File: src/rtl/cpu_control_fsm.sv
// rtl/cpu_control_fsm.sv - multi-cycle fetch/decode/execute control unit for the 16-bit CPU
//
// Ports:
//   clk, reset                 sole clock; synchronous active-high reset
//   run                        starts execution from IDLE
//   mem_req/we/addr/wdata      instruction and data memory request (word addressed)
//   mem_rdata, mem_ready       memory read data and transfer-complete strobe
//   rf_raddr_a/b, rf_rdata_a/b register-file read ports (rx, ry)
//   rf_we/waddr/wdata          register-file write port
//   alu_a/b, alu_op_select     ALU operands and op code; alu_result returns the result
//   pc, halted, illegal        status: current PC, HALT state, illegal-opcode pulse
module cpu_control_fsm #(
  parameter logic [15:0] RESET_PC = 16'h0000
) (
  input  logic        clk,
  input  logic        reset,
  input  logic        run,
  output logic        mem_req,
  output logic        mem_we,
  output logic [15:0] mem_addr,
  output logic [15:0] mem_wdata,
  input  logic [15:0] mem_rdata,
  input  logic        mem_ready,
  output logic [2:0]  rf_raddr_a,
  output logic [2:0]  rf_raddr_b,
  input  logic [15:0] rf_rdata_a,
  input  logic [15:0] rf_rdata_b,
  output logic        rf_we,
  output logic [2:0]  rf_waddr,
  output logic [15:0] rf_wdata,
  output logic [15:0] alu_a,
  output logic [15:0] alu_b,
  output logic [2:0]  alu_op_select,
  input  logic [15:0] alu_result,
  output logic [15:0] pc,
  output logic        halted,
  output logic        illegal
);

  typedef enum logic [2:0] {
    S_IDLE, S_FETCH, S_DECODE, S_EXEC, S_MEM, S_WB, S_HALT
  } state_t;

  localparam logic [3:0] OP_NOP  = 4'b0000;
  localparam logic [3:0] OP_MV   = 4'b0001;
  localparam logic [3:0] OP_ADD  = 4'b0010;
  localparam logic [3:0] OP_XOR  = 4'b0011;
  localparam logic [3:0] OP_OR   = 4'b0100;
  localparam logic [3:0] OP_AND  = 4'b0101;
  localparam logic [3:0] OP_MVI  = 4'b0110;
  localparam logic [3:0] OP_ADDI = 4'b0111;
  localparam logic [3:0] OP_LD   = 4'b1000;
  localparam logic [3:0] OP_ST   = 4'b1001;
  localparam logic [3:0] OP_JR   = 4'b1010;
  localparam logic [3:0] OP_HALT = 4'b1111;

  state_t      state_q, state_d;
  logic [15:0] pc_q, pc_d;
  logic [15:0] ir_q, ir_d;
  logic [15:0] op_a_q, op_a_d;
  logic [15:0] op_b_q, op_b_d;
  logic [15:0] wb_q, wb_d;

  logic [3:0]  opcode;
  logic [15:0] imm9;
  logic        is_alu_op;
  logic        is_imm_op;
  logic        is_illegal;

  assign opcode     = ir_q[15:12];
  assign imm9       = {7'b0, ir_q[8:0]};
  assign is_alu_op  = (opcode >= OP_MV) && (opcode <= OP_ADDI);
  assign is_imm_op  = (opcode == OP_MVI) || (opcode == OP_ADDI);
  assign is_illegal = (opcode >= 4'b1011) && (opcode <= 4'b1110);

  function automatic logic [2:0] alu_code(input logic [3:0] op);
    case (op)
      OP_ADD, OP_ADDI: alu_code = 3'b010;
      OP_XOR:          alu_code = 3'b011;
      OP_OR:           alu_code = 3'b100;
      OP_AND:          alu_code = 3'b101;
      default:         alu_code = 3'b000;  // MV and MVI use PASS_B
    endcase
  endfunction

  always_ff @(posedge clk) begin
    if (reset) begin
      state_q <= S_IDLE;
      pc_q    <= RESET_PC;
      ir_q    <= '0;
      op_a_q  <= '0;
      op_b_q  <= '0;
      wb_q    <= '0;
    end else begin
      state_q <= state_d;
      pc_q    <= pc_d;
      ir_q    <= ir_d;
      op_a_q  <= op_a_d;
      op_b_q  <= op_b_d;
      wb_q    <= wb_d;
    end
  end

  always_comb begin
    state_d = state_q;
    pc_d    = pc_q;
    ir_d    = ir_q;
    op_a_d  = op_a_q;
    op_b_d  = op_b_q;
    wb_d    = wb_q;
    case (state_q)
      S_IDLE: begin
        if (run) state_d = S_FETCH;
      end
      S_FETCH: begin
        if (mem_ready) begin
          ir_d    = mem_rdata;
          pc_d    = pc_q + 16'd1;
          state_d = S_DECODE;
        end
      end
      S_DECODE: begin
        op_a_d = rf_rdata_a;
        op_b_d = is_imm_op ? imm9 : rf_rdata_b;
        if (is_alu_op) begin
          state_d = S_EXEC;
        end else begin
          case (opcode)
            OP_LD, OP_ST: state_d = S_MEM;
            OP_JR: begin
              pc_d    = rf_rdata_a;
              state_d = S_FETCH;
            end
            OP_HALT: state_d = S_HALT;
            default: state_d = S_FETCH;  // NOP and illegal opcodes
          endcase
        end
      end
      S_EXEC: begin
        wb_d    = alu_result;
        state_d = S_WB;
      end
      S_MEM: begin
        if (mem_ready) begin
          if (opcode == OP_LD) begin
            wb_d    = mem_rdata;
            state_d = S_WB;
          end else begin
            state_d = S_FETCH;
          end
        end
      end
      S_WB:    state_d = S_FETCH;
      S_HALT:  state_d = S_HALT;
      default: state_d = S_IDLE;
    endcase
  end

  // Outputs depend only on registered state so mem_ready never reaches an output.
  always_comb begin
    mem_req       = 1'b0;
    mem_we        = 1'b0;
    mem_addr      = '0;
    mem_wdata     = '0;
    rf_we         = 1'b0;
    rf_waddr      = '0;
    rf_wdata      = '0;
    alu_a         = '0;
    alu_b         = '0;
    alu_op_select = '0;
    halted        = 1'b0;
    illegal       = 1'b0;
    rf_raddr_a    = ir_q[11:9];
    rf_raddr_b    = ir_q[8:6];
    pc            = pc_q;
    case (state_q)
      S_FETCH: begin
        mem_req  = 1'b1;
        mem_addr = pc_q;
      end
      S_DECODE: illegal = is_illegal;
      S_EXEC: begin
        alu_a         = op_a_q;
        alu_b         = op_b_q;
        alu_op_select = alu_code(opcode);
      end
      S_MEM: begin
        mem_req   = 1'b1;
        mem_we    = (opcode == OP_ST);
        mem_addr  = op_b_q;
        mem_wdata = op_a_q;
      end
      S_WB: begin
        rf_we    = 1'b1;
        rf_waddr = ir_q[11:9];
        rf_wdata = wb_q;
      end
      S_HALT:  halted = 1'b1;
      default: ;
    endcase
  end

endmodule

File: config.mk
export PLATFORM = sky130hd
export DESIGN_NAME = cpu_control_fsm
export DESIGN_NICKNAME = d
export VERILOG_FILES = /design/src/rtl/cpu_control_fsm.sv
export SDC_FILE = /design/constraint.sdc
export NUM_CORES = 1
export LEC_CHECK = 0
export BUFFER_PORTS_ARGS = -buffer_cell sky130_fd_sc_hd__buf_4
export CELL_PAD_IN_SITES_DETAIL_PLACEMENT = 1
export CELL_PAD_IN_SITES_GLOBAL_PLACEMENT = 1
export CORE_UTILIZATION = 35
export CTS_CLUSTER_DIAMETER = 40
export DETAILED_ROUTE_END_ITERATION = 6
export PLACE_DENSITY_LB_ADDON = 0.1
export SETUP_SLACK_MARGIN = 0.5
export SYNTH_ARGS = -nofsm -noshare
export SYNTH_HDL_FRONTEND = slang
export SYNTH_SLANG_ARGS = --single-unit
File: constraint.sdc
create_clock -name clk -period 2.1 [get_ports clk]
set_clock_uncertainty 0.1 [all_clocks]
set_input_delay 0 -clock clk [delete_from_list [all_inputs] [get_ports clk]]
set_output_delay 0 -clock clk [all_outputs]
set_load 0.01 [all_outputs]
==> impl_metrics.yaml <==
clock_tree:
  clk-insertion-delay-late_ps: 360
  cts_buffers: 9
  cts_max_level: 3
  tritoncts: "done"
  clk_pin_slew_ps: 60
  clock-sinks: 83
  clockBufferDepth: 2
  clockRootBuffer: "clkbuf_16"
grt:
  grt_pass1_vias: 5879
  grt_pass1_wl_um: 31900
  grt-ovfl-total: 0
  grtUsageTotal: 0.320
  grt_max_degree: 47
  antenna_found_initial: 0
yosys:
  syn_area_sq_um: 4500
  synth_top_area_cell: "dfxtp_1"
  synth_top_area_frac: 0.370
  syn_avg_cell_area_sq_um: 8.20
  yosysWarnings: 0
  synth-edff-count: 0
  syn_inst: 548
  ys.flop_type: "dfxtp_1"
  syn-num-nets: 617
  netlist_top_cells_area: "dfxtp_1 37%, and2_1 9.6%, a21oi_1 6.7%, nand2_1 6.1%, mux2i_1 5.6%"
  ys_types: 58
  ys_async_sr_fraction: 0
  ys_seq_area_frac: 0.370
  yosys_register_bits: 83
power_and_ir_drop:
  pwr-share-clk: 0.419
  p_sw_frac: 0.278
  max-vdd-ir-drop_v: 0.000333
  p_switching_mw: 1.18
  sequentialPowerShare: 0.394
  p_per_area_nw_per_um2: 473
  leakage_nw: 3.73
  power_mw: 4.23
  p_comb_frac: 0.188
  p_int_mw: 3.06
placement:
  place.gp.congestion: 0.811
  port_buffers: 180
  hpwl_um: 11400
final_layout:
  nets: 916
  syn_to_final_growth_pct: 99.1
  antenna_cells: 0
  fillers: 1273
  drive_gt1_frac: 0.562
sta:
  slew_headroom: 0.509
  fin_crit_ps: 1900
  whs_ps: 63.2
  worst_slew_pin_slew_ps: 736
  finalHoldViolCount: 0
  setup_tns_ps: 0
  fmax_ghz: 0.525
  rsz0062_at_grt: "true"
  fin_crit_sh: 0.907
  drv_slew: 0
  finalSetupViolCount: 0
routing:
  drt_drc_violations_left: 0
  via_per_inst: 5.90
  wl_per_cell_um: 27.4
  num_vias: 6046
  drt-total-wl_um: 28100
  drt_iter0_markers: 337
  drtPass1Iterations: 5
  antenna_left: 0
floorplan:
  initial_core_util: 0.358
  row_count: 41
  die-area_sq_um: 13300
  core-area_sq_um: 12600
  die_w_um: 115
  die_h_um: 115
  io-pin-count: 181
min_path:
  worstHoldPathType: "in -> reg"
job:
  maxCapViolCount: 0
critical_path:
  criticalPathCategory: "reg -> out"
  worstPathMaxFanout: 17
  crit_path_end_kind: "output pin"
  start_kind: "flop"
  required_ps: 2000
  arrival_ps: 1800
run_status:
  status: "completed"
==> per-stage QoR <==
stage	setup WS, ps	instances	utilization	instance area, sq um
3_3_place_gp	280	866	0.477	6000
6_report	196	1024	0.712	8950
5_1_grt	195	1024	0.712	8950
2_1_floorplan	464	548	-	4570
3_5_place_dp	109	866	0.477	6000
4_1_cts	292	1000	0.635	7980
==> worst max-delay path: stages, from the launching register on <==
cell     delay [ps]
dfxtp_4         370
buf_12          130
nor3b_4         230
buf_6           170
buf_12          160
nand3_1         100
nor2_1          130
buf_4           150
==> synth_stat cells (5+ instances only) <==
cell and number:
clkbuf_1 24, a211oi_1 17, a21oi_1 60, mux2i_1 25, o21ai_0 12, a22o_1 16
and2_1 69, nor2_1 28, buf_2 18, nor3_1 5, dfxtp_1 83, a22oi_1 8
buf_4 7, inv_1 6, nand3_1 8, nand2_1 73, a211oi_2 10, nor4_1 5
==> sequential cells by signal, summed over array words and instances (netlist names) <==
name     count
pc          16
wb_q        16
ir_q        16
op_b_q      16
op_a_q      16
state_q      3
==> cells in the final DEF, fill, tap and decap left out, types with 7 or more instances in the layout <==
cell type | synthesis | routed
nor2_1 | 28 | 26
a211oi_1 | 17 | 9
buf_6 | 1 | 75
buf_4 | 7 | 176
dlygate4sd3_1 | 0 | 64
a22o_1 | 16 | 16
a21oi_2 | 0 | 27
nand2_1 | 73 | 50
mux2i_1 | 25 | 17
dfxtp_4 | 0 | 8
and2_4 | 0 | 45
dfxtp_2 | 0 | 7
a211oi_2 | 10 | 18
dfxtp_1 | 83 | 68
nand2_4 | 0 | 13
buf_12 | 0 | 11
clkbuf_16 | 0 | 13
nand2_2 | 0 | 10
and2_1 | 69 | 26
a21oi_1 | 60 | 31
==> power by group through the flow <==
stage | registers, mW | clock network [mW] | logic, mW
floorplan | 1.68 | 0 | 0.220
global placement | 1.70 | 0 | 0.380
detailed placement | 1.70 | 0 | 0.389
CTS | 1.66 | 1.72 | 0.608
global route | 1.67 | 1.81 | 0.816
finish | 1.67 | 1.77 | 0.795
==> final timing paths <==
path / from / to / slack, ps / cells after the start
hold / removal: mem_ready / state_q[0] / 60 / 4
hold reg to reg: ir_q[5] / ir_q[5] / 370 / 2
setup / recovery: state_q[1] / mem_we / 200 / 7
setup reg to reg: state_q[1] / wb_q[4] / 220 / 8
==> area by class of cell <==
type	instances	area, sq um	area share
clock buffers	11	233	0.0260
clock inverters	5	77.6	0.00867
inverters	6	22.5	0.00252
flip-flops and latches	83	1700	0.190
repair buffers	339	3340	0.373
multi-input cells	408	3360	0.376
well taps	172	215	0.0240
==> timing repair <==
action                                  in CTS  in global routing
gates resized for setup                    144                190
gates cloned                                13                  4
hold buffers                                64                  0
endpoints found under the hold margin       79                  0
endpoints found under the setup margin     136                168
pin swaps                                   50                 66
buffers inserted                            41                 20
==> per-layer routing <==
layer / part of all wire / GRT usage / vias up
li1: - / - / 2557
met1: 0.35 / 0.347 / 2975
met2: 0.52 / 0.586 / 380
met3: 0.064 / 0.0601 / 134
met4: 0.065 / 0.172 / 0
met5: 0 / 0 / -
==> cells by family after synthesis <==
family	after synthesis	synth area share
adders and majority gates	1	0.00278
and+or+nand+nor	221	0.261
xor gates and xnor gates	2	0.00390
buffers and inverters	60	0.0626
AOI/OAI and AO/OA	156	0.244
DFF	83	0.370
muxes	25	0.0557
Note: power is estimated with default switching activity, not from simulation.
